--- src/rtl/inference_sequencer_if.sv ---
// Bundle of sample, accelerator and scoring signals around the inference sequencer.
// The master side is the sample source / bench; the slave side is the sequencer.
interface inference_sequencer_if #(
    parameter int unsigned INPUT_BITS   = 784,
    parameter int unsigned BUS_WIDTH    = 64,
    parameter int unsigned CLS_WIDTH    = 4,
    parameter int unsigned CNT_WIDTH    = 16
);
    // Sample handshake
    logic                  smp_vld;
    logic                  smp_rdy;
    logic [INPUT_BITS-1:0] smp_data;
    logic [CLS_WIDTH-1:0]  smp_label;

    // Accelerator side
    logic                  dev_inp_vld;
    logic [BUS_WIDTH-1:0]  dev_inp;
    logic                  dev_stall;
    logic                  dev_outp_vld;
    logic [CLS_WIDTH-1:0]  dev_outp;

    // Scoring
    logic                  clr;
    logic                  res_vld;
    logic [CLS_WIDTH-1:0]  res_class;
    logic                  res_correct;
    logic [CNT_WIDTH-1:0]  total_cnt;
    logic [CNT_WIDTH-1:0]  correct_cnt;
    logic                  busy;
    logic                  err;

    modport master (
        output smp_vld, smp_data, smp_label, dev_stall, dev_outp_vld, dev_outp, clr,
        input  smp_rdy, dev_inp_vld, dev_inp, res_vld, res_class, res_correct,
               total_cnt, correct_cnt, busy, err
    );

    modport slave (
        input  smp_vld, smp_data, smp_label, dev_stall, dev_outp_vld, dev_outp, clr,
        output smp_rdy, dev_inp_vld, dev_inp, res_vld, res_class, res_correct,
               total_cnt, correct_cnt, busy, err
    );
endinterface

--- src/rtl/inference_sequencer.sv ---
// Streams whole binarized samples to the accelerator in bus-width chunks, keeps the labels
// of in-flight inferences in a small FIFO and scores returned classes against them.
module inference_sequencer #(
    parameter int unsigned INPUT_BITS   = 784,
    parameter int unsigned BUS_WIDTH    = 64,
    parameter int unsigned MAX_INFLIGHT = 4,   // power of 2, at least 2
    parameter int unsigned CLS_WIDTH    = 4,
    parameter int unsigned CNT_WIDTH    = 16
) (
    input  logic                 clk,
    input  logic                 rst,          // asynchronous, active low
    inference_sequencer_if.slave bus
);
    localparam int unsigned NChunks = (INPUT_BITS + BUS_WIDTH - 1) / BUS_WIDTH;
    localparam int unsigned PadBits = NChunks * BUS_WIDTH;
    localparam int unsigned IdxW    = (NChunks > 1) ? $clog2(NChunks) : 1;
    localparam int unsigned PtrW    = $clog2(MAX_INFLIGHT);

    localparam logic [IdxW-1:0] LastIdx = IdxW'(NChunks - 1);
    localparam logic [PtrW:0]   FullCnt = (PtrW + 1)'(MAX_INFLIGHT);

    typedef enum logic [0:0] {StIdle, StStream} state_e;

    state_e                state_q, state_d;
    logic [IdxW-1:0]       idx_q, idx_d;
    // Holds the not-yet-sent chunks; the current chunk always sits in the low BUS_WIDTH bits.
    logic [PadBits-1:0]    sample_q, sample_d;

    logic [CLS_WIDTH-1:0]  fifo_q [MAX_INFLIGHT];
    logic [PtrW-1:0]       wr_ptr_q, wr_ptr_d;
    logic [PtrW-1:0]       rd_ptr_q, rd_ptr_d;
    logic [PtrW:0]         cnt_q, cnt_d;

    logic                  res_vld_q, res_vld_d;
    logic [CLS_WIDTH-1:0]  res_class_q, res_class_d;
    logic                  res_correct_q, res_correct_d;
    logic [CNT_WIDTH-1:0]  total_q, total_d;
    logic [CNT_WIDTH-1:0]  correct_q, correct_d;
    logic                  err_q, err_d;

    logic                  fifo_full, fifo_empty;
    logic                  last_consume;
    logic                  smp_rdy;
    logic                  accept;
    logic                  pop;
    logic                  match;
    logic [CLS_WIDTH-1:0]  head;
    logic                  dev_inp_vld;
    logic [BUS_WIDTH-1:0]  dev_inp;
    logic                  busy;

    assign fifo_full    = (cnt_q == FullCnt);
    assign fifo_empty   = (cnt_q == '0);
    assign last_consume = (state_q == StStream) && !bus.dev_stall && (idx_q == LastIdx);
    assign accept       = bus.smp_vld && smp_rdy;
    assign pop          = bus.dev_outp_vld && !fifo_empty;
    assign head         = fifo_q[rd_ptr_q];
    assign match        = (head == bus.dev_outp);

    // FSM state register
    always_ff @(posedge clk or negedge rst) begin
        if (!rst) begin
            state_q  <= StIdle;
            idx_q    <= '0;
            sample_q <= '0;
        end else begin
            state_q  <= state_d;
            idx_q    <= idx_d;
            sample_q <= sample_d;
        end
    end

    // FSM next state: load on accept, shift one chunk per unstalled cycle
    always_comb begin
        state_d  = state_q;
        idx_d    = idx_q;
        sample_d = sample_q;
        unique case (state_q)
            StIdle: begin
                if (accept) begin
                    state_d  = StStream;
                    idx_d    = '0;
                    sample_d = PadBits'(bus.smp_data);
                end
            end
            StStream: begin
                if (!bus.dev_stall) begin
                    if (idx_q == LastIdx) begin
                        if (accept) begin
                            // Back-to-back sample: no bubble between streams
                            idx_d    = '0;
                            sample_d = PadBits'(bus.smp_data);
                        end else begin
                            state_d  = StIdle;
                            idx_d    = '0;
                            sample_d = '0;
                        end
                    end else begin
                        idx_d    = idx_q + 1'b1;
                        sample_d = sample_q >> BUS_WIDTH;
                    end
                end
            end
            default: state_d = StIdle;
        endcase
    end

    // FSM outputs; smp_rdy uses pre-pop occupancy so a full FIFO never pushes and pops together
    always_comb begin
        dev_inp_vld = (state_q == StStream);
        dev_inp     = sample_q[BUS_WIDTH-1:0];
        smp_rdy     = rst && !fifo_full && ((state_q == StIdle) || last_consume);
        busy        = (state_q == StStream) || !fifo_empty;
    end

    // Label FIFO pointer and occupancy bookkeeping
    always_comb begin
        wr_ptr_d = wr_ptr_q;
        rd_ptr_d = rd_ptr_q;
        cnt_d    = cnt_q;
        if (accept) begin
            wr_ptr_d = wr_ptr_q + 1'b1;
        end
        if (pop) begin
            rd_ptr_d = rd_ptr_q + 1'b1;
        end
        case ({accept, pop})
            2'b10:   cnt_d = cnt_q + 1'b1;
            2'b01:   cnt_d = cnt_q - 1'b1;
            default: cnt_d = cnt_q;
        endcase
    end

    // Label FIFO storage and pointers
    always_ff @(posedge clk or negedge rst) begin
        if (!rst) begin
            for (int i = 0; i < int'(MAX_INFLIGHT); i++) begin
                fifo_q[i] <= '0;
            end
            wr_ptr_q <= '0;
            rd_ptr_q <= '0;
            cnt_q    <= '0;
        end else begin
            if (accept) begin
                fifo_q[wr_ptr_q] <= bus.smp_label;
            end
            wr_ptr_q <= wr_ptr_d;
            rd_ptr_q <= rd_ptr_d;
            cnt_q    <= cnt_d;
        end
    end

    // Scoring: result pulse, running counters and sticky underflow flag; clr wins over updates
    always_comb begin
        res_vld_d     = pop;
        res_class_d   = res_class_q;
        res_correct_d = res_correct_q;
        total_d       = total_q;
        correct_d     = correct_q;
        err_d         = err_q;
        if (pop) begin
            res_class_d   = bus.dev_outp;
            res_correct_d = match;
            total_d       = total_q + 1'b1;
            if (match) begin
                correct_d = correct_q + 1'b1;
            end
        end
        if (bus.dev_outp_vld && fifo_empty) begin
            err_d = 1'b1;
        end
        if (bus.clr) begin
            total_d   = '0;
            correct_d = '0;
            err_d     = 1'b0;
        end
    end

    // Scoring registers
    always_ff @(posedge clk or negedge rst) begin
        if (!rst) begin
            res_vld_q     <= 1'b0;
            res_class_q   <= '0;
            res_correct_q <= 1'b0;
            total_q       <= '0;
            correct_q     <= '0;
            err_q         <= 1'b0;
        end else begin
            res_vld_q     <= res_vld_d;
            res_class_q   <= res_class_d;
            res_correct_q <= res_correct_d;
            total_q       <= total_d;
            correct_q     <= correct_d;
            err_q         <= err_d;
        end
    end

    assign bus.smp_rdy     = smp_rdy;
    assign bus.dev_inp_vld = dev_inp_vld;
    assign bus.dev_inp     = dev_inp;
    assign bus.busy        = busy;
    assign bus.res_vld     = res_vld_q;
    assign bus.res_class   = res_class_q;
    assign bus.res_correct = res_correct_q;
    assign bus.total_cnt   = total_q;
    assign bus.correct_cnt = correct_q;
    assign bus.err         = err_q;

endmodule

--- src/flat_wrapper.sv ---
// flat-port wrapper written by rule: the top's interface ports become plain ports
module inference_sequencer_flat 
#(
    parameter int unsigned INPUT_BITS   = 784,
    parameter int unsigned BUS_WIDTH    = 64,
    parameter int unsigned MAX_INFLIGHT = 4,                            
    parameter int unsigned CLS_WIDTH    = 4,
    parameter int unsigned CNT_WIDTH    = 16
)
  (clk, rst, bus_smp_vld, bus_smp_data, bus_smp_label, bus_dev_stall, bus_dev_outp_vld, bus_dev_outp, bus_clr, bus_smp_rdy, bus_dev_inp_vld, bus_dev_inp, bus_res_vld, bus_res_class, bus_res_correct, bus_total_cnt, bus_correct_cnt, bus_busy, bus_err);
  inference_sequencer_if #(.INPUT_BITS(INPUT_BITS), .BUS_WIDTH(BUS_WIDTH), .CLS_WIDTH(CLS_WIDTH), .CNT_WIDTH(CNT_WIDTH)) bus_i ();
  input  logic clk;
  input  logic rst;
  input wire logic [$bits(bus_i.smp_vld)-1:0] bus_smp_vld;
  input wire logic [$bits(bus_i.smp_data)-1:0] bus_smp_data;
  input wire logic [$bits(bus_i.smp_label)-1:0] bus_smp_label;
  input wire logic [$bits(bus_i.dev_stall)-1:0] bus_dev_stall;
  input wire logic [$bits(bus_i.dev_outp_vld)-1:0] bus_dev_outp_vld;
  input wire logic [$bits(bus_i.dev_outp)-1:0] bus_dev_outp;
  input wire logic [$bits(bus_i.clr)-1:0] bus_clr;
  output wire logic [$bits(bus_i.smp_rdy)-1:0] bus_smp_rdy;
  output wire logic [$bits(bus_i.dev_inp_vld)-1:0] bus_dev_inp_vld;
  output wire logic [$bits(bus_i.dev_inp)-1:0] bus_dev_inp;
  output wire logic [$bits(bus_i.res_vld)-1:0] bus_res_vld;
  output wire logic [$bits(bus_i.res_class)-1:0] bus_res_class;
  output wire logic [$bits(bus_i.res_correct)-1:0] bus_res_correct;
  output wire logic [$bits(bus_i.total_cnt)-1:0] bus_total_cnt;
  output wire logic [$bits(bus_i.correct_cnt)-1:0] bus_correct_cnt;
  output wire logic [$bits(bus_i.busy)-1:0] bus_busy;
  output wire logic [$bits(bus_i.err)-1:0] bus_err;
  assign bus_i.smp_vld = bus_smp_vld;
  assign bus_i.smp_data = bus_smp_data;
  assign bus_i.smp_label = bus_smp_label;
  assign bus_i.dev_stall = bus_dev_stall;
  assign bus_i.dev_outp_vld = bus_dev_outp_vld;
  assign bus_i.dev_outp = bus_dev_outp;
  assign bus_i.clr = bus_clr;
  assign bus_smp_rdy = bus_i.smp_rdy;
  assign bus_dev_inp_vld = bus_i.dev_inp_vld;
  assign bus_dev_inp = bus_i.dev_inp;
  assign bus_res_vld = bus_i.res_vld;
  assign bus_res_class = bus_i.res_class;
  assign bus_res_correct = bus_i.res_correct;
  assign bus_total_cnt = bus_i.total_cnt;
  assign bus_correct_cnt = bus_i.correct_cnt;
  assign bus_busy = bus_i.busy;
  assign bus_err = bus_i.err;
  inference_sequencer #(.INPUT_BITS(INPUT_BITS), .BUS_WIDTH(BUS_WIDTH), .MAX_INFLIGHT(MAX_INFLIGHT), .CLS_WIDTH(CLS_WIDTH), .CNT_WIDTH(CNT_WIDTH)) u_core (.clk(clk), .rst(rst), .bus(bus_i));
endmodule
--- config.mk ---
export PLATFORM = sky130hd
export DESIGN_NAME = inference_sequencer_flat
export DESIGN_NICKNAME = d
export VERILOG_FILES = /design/src/rtl/inference_sequencer_if.sv /design/src/rtl/inference_sequencer.sv /design/src/flat_wrapper.sv
export SDC_FILE = /design/constraint.sdc
export NUM_CORES = 2
export LEC_CHECK = 0
export CELL_PAD_IN_SITES_DETAIL_PLACEMENT = 1
export CELL_PAD_IN_SITES_GLOBAL_PLACEMENT = 1
export CORE_AREA = 2 2 352 354
export DETAILED_ROUTE_END_ITERATION = 10
export DIE_AREA = 0 0 354 356
export GPL_TIMING_DRIVEN = 0
export PLACE_DENSITY = 0.68
export SYNTH_ARGS = -nofsm -noshare
export SYNTH_HDL_FRONTEND = slang
export SYNTH_SLANG_ARGS = --single-unit
--- constraint.sdc ---
create_clock -name clk -period 5.67 [get_ports clk]
set_clock_uncertainty 0.15 [all_clocks]
set_input_delay 1.701 -clock clk [delete_from_list [all_inputs] [get_ports clk]]
set_output_delay 1.701 -clock clk [all_outputs]
set_load 0.02 [all_outputs]
==> results.toml <==
[outcome]
status = "finished clean"

[route]
drc = 0
ant_nets = 0
vias = 33800
wl_per_cell_um = 26.2
drt-pass1-iter-count = 5
via_per_inst = 5.18
routed_wl_mm = 170
drtIter0Drc = 1850

[finish]
final_cell_mix = "clkdlybuf4s50_1, dfrtp_1, nand2_1, o21ai_0, a22oi_1"
drive_gt1_frac = 0.0706
syn2layout_area_growth_pct = 40.1
layout_commonest_cell = "clkdlybuf4s50_1"
post-route-util = 0.424
final_net_count = 5557

[logic_synthesis]
synthCells = 3736
syn_nets = 4544
yosys_warnings = 0
yosysTopAreaCell = "dfrtp_1"
synth_seq_cells = 851
synth_area_per_cell_um2 = 9.93
synthTopCellsByArea = "dfrtp_1, a22oi_1, o21ai_0, nand2_1, clkbuf_1"
syn_area_mm2 = 0.0371
synth-seq-area-share = 0.574
synthDistinctLibCells = 36
yosys.area.top_type_share = 0.574

[clock_network]
clockRootBuffer = "clkbuf_16"
cts.clk_slew.worst_paths_ps = 60
cts_resized = 8
cts_tree = "done"
clock-sinks = 851
cts_post_setup_buffers_inserted = 0
cts_hold_buf = 0
htree_levels = 3
insertion_delay_ps = 690
cts_buffers = 101
cts_buffer_depth = 3

[place]
dp_hpwl_mm = 135
place.gp.congestion = 0.880
io_buffers = 901

[sta]
min_period_over_period = 0.957
setup_viol = 0
fin_hold_ws_ps = 328
fin_crit_ps = 5420
setup_tns_ps = 0
slew-limit-headroom = 0.212
hold_violations = 0
clock.fmax_ghz = 0.184
rsz0062_at_grt = "false"
slew_violations = 0
worst_pin_slew_ps = 1180

[power]
power-per-cell-area_mw_per_mm2 = 463
ir_drop_uv = 233
seqPwrFrac = 0.398
pwr-share-clk = 0.278
switchingPower_mw = 8.75
power_leakage_nw = 21.1
switching_share = 0.363
pwr-share-comb = 0.324
internal-power_mw = 15.3

[die]
die_y_um = 356
start_util = 0.302
die_w_um = 354
ios = 904
rows = 129
dieArea_mm2 = 0.126
core_mm2 = 0.123

[grt]
grt_first_pass_wirelength_mm = 248
grt_pass1_vias = 36400
grt_max_degree = 114
grt_use_total = 0.265
antenna_found_initial = 90
gr-total-overflow = 0

[setup_path]
crit_required_ps = 3820
startpoint_type = "input pin"
crit_buf_inv = 4
cpPeakStageDelay_ps = 730
critPathKind = "in -> out"
cpMostUsedCell = "buf_16"
crit_path_top_delay_cell = "clkdlybuf4s50_1"
worstPathCellList = "buf_12 > buf_16 > buf_16 > and3_1 > clkdlybuf4s50_1"
crit_family = "buffers and inverters"
path_max_fanout = 82
cp-end-kind = "output pin"
critPathArrivalTime_ps = 3570

[run]
cap_viol_max_count = 0

[min_path]
hp-class = "reg -> reg"
## cells in the mapped netlist
cell and n:
a21o_1 2, a21oi_1 18, a22o_1 64, a22oi_1 720, a31oi_1 1, and2_1 2
and3_1 7, and4_1 1, buf_1 10, buf_2 75, buf_4 64, buf_6 2
clkbuf_1 263, dfrtp_1 851, fa_1 1, ha_1 9, inv_1 12, mux2_2 21
mux2i_1 7, mux4_2 2, nand2_1 757, nand2b_1 4, nand3_1 14, nand4_1 8
nor2_1 24, nor2b_1 4, nor3_1 7, nor3b_1 2, nor4_1 1, o21ai_0 729
o31ai_1 12, or2_2 2, or3_1 4, or4_1 11, xnor2_1 9, xor2_1 16
## power groups by stage
stage                     Combinational, mW  Clock, mW  Sequential, mW
after floorplan                        4.72          0            9.08
after global placement                 7.59          0            9.65
after detailed placement               7.82          0            9.66
after CTS                              7.87       6.84            9.57
after global routing                   8.73       7.04            9.82
final                                  7.80       6.70            9.59
## state kept, by name, summed over array words and instances, names as in the netlist
signal	cells
u_core.sample_q	784
u_core.bus.correct_cnt	16
u_core.bus.total_cnt	16
u_core.fifo_q	16
u_core.bus.res_class	4
u_core.idx_q	4
u_core.cnt_q	3
u_core.rd_ptr_q	2
u_core.wr_ptr_q	2
u_core.bus.dev_inp_vld	1
u_core.bus.err	1
u_core.bus.res_correct	1
u_core.bus.res_vld	1
## cell type report
class | instances | area (um2)
fillers | 13900 | 70700
flip-flops and latches | 851 | 21300
multi-input cells | 2459 | 13900
repair buffers | 911 | 9310
clock buffers | 152 | 3010
well taps | 1637 | 2050
plain buffers | 413 | 1910
clock inverters | 30 | 369
diodes | 48 | 120
inverters | 12 | 45.0
## worst paths after layout
check	startpoint	to	slack, ps	cells after the start
setup / recovery	rst	bus_smp_rdy	250	5
hold / removal	u_core.sample_q[29]$_DFFE_PN0P_	u_core.sample_q[29]$_DFFE_PN0P_	330	2
setup reg to reg	u_core.cnt_q[0]$_DFFE_PN0P_	u_core.sample_q[86]$_DFFE_PN0P_	1670	10
hold reg to reg	u_core.sample_q[29]$_DFFE_PN0P_	u_core.sample_q[29]$_DFFE_PN0P_	330	2
max in group asynchronous	rst	u_core.sample_q[237]$_DFFE_PN0P_	2540	5
min in group asynchronous	rst	u_core.bus.correct_cnt[1]$_DFFE_PN0P_	770	1
## cell families (layout without fill, tap and decap cells)
family | count (synthesis) | count (layout) | synth area share
compound gates | 1546 | 1546 | 0.265
flops | 851 | 851 | 0.574
simple gates | 848 | 848 | 0.0901
buf+inv | 426 | 1518 | 0.0525
mux | 30 | 30 | 0.00948
xor+xnor | 25 | 25 | 0.00590
fa+ha+maj | 10 | 10 | 0.00357
other cells | 0 | 48 | 0
## metrics by stage
| stage | cells | cell area, um2 | total power [mW] | setup slack (ps) |
|---|---|---|---|---|
| after global placement | 6274 | 48200 | 17.2 | -38720 |
| after detailed placement | 6282 | 48400 | 17.5 | -1450 |
| after global routing | 6508 | 52000 | 25.6 | 41.0 |
| after CTS | 6465 | 51900 | 24.3 | 121 |
| after floorplan | 3736 | 37100 | 13.8 | 1420 |
| final | 6513 | 52000 | 24.1 | 246 |
## routing by layer
| layer | up-vias | GRT usage | wire length, um |
|---|---|---|---|
| met5 | - | 0 | 471 |
| met4 | 76 | 0.111 | 6910 |
| met3 | 345 | 0.0667 | 10700 |
| met2 | 1019 | 0.459 | 84600 |
| met1 | 16800 | 0.311 | 67700 |
| li1 | 15600 | - | - |
## worst reg2reg max path: cells and delay by family, from the launching register on
family          cells  cell delay (ps)
simple gates        3              520
flops               1              410
mux                 1              610
buf+inv             5             2170
compound gates      1               90
Note: power is estimated with default switching activity, not from simulation.
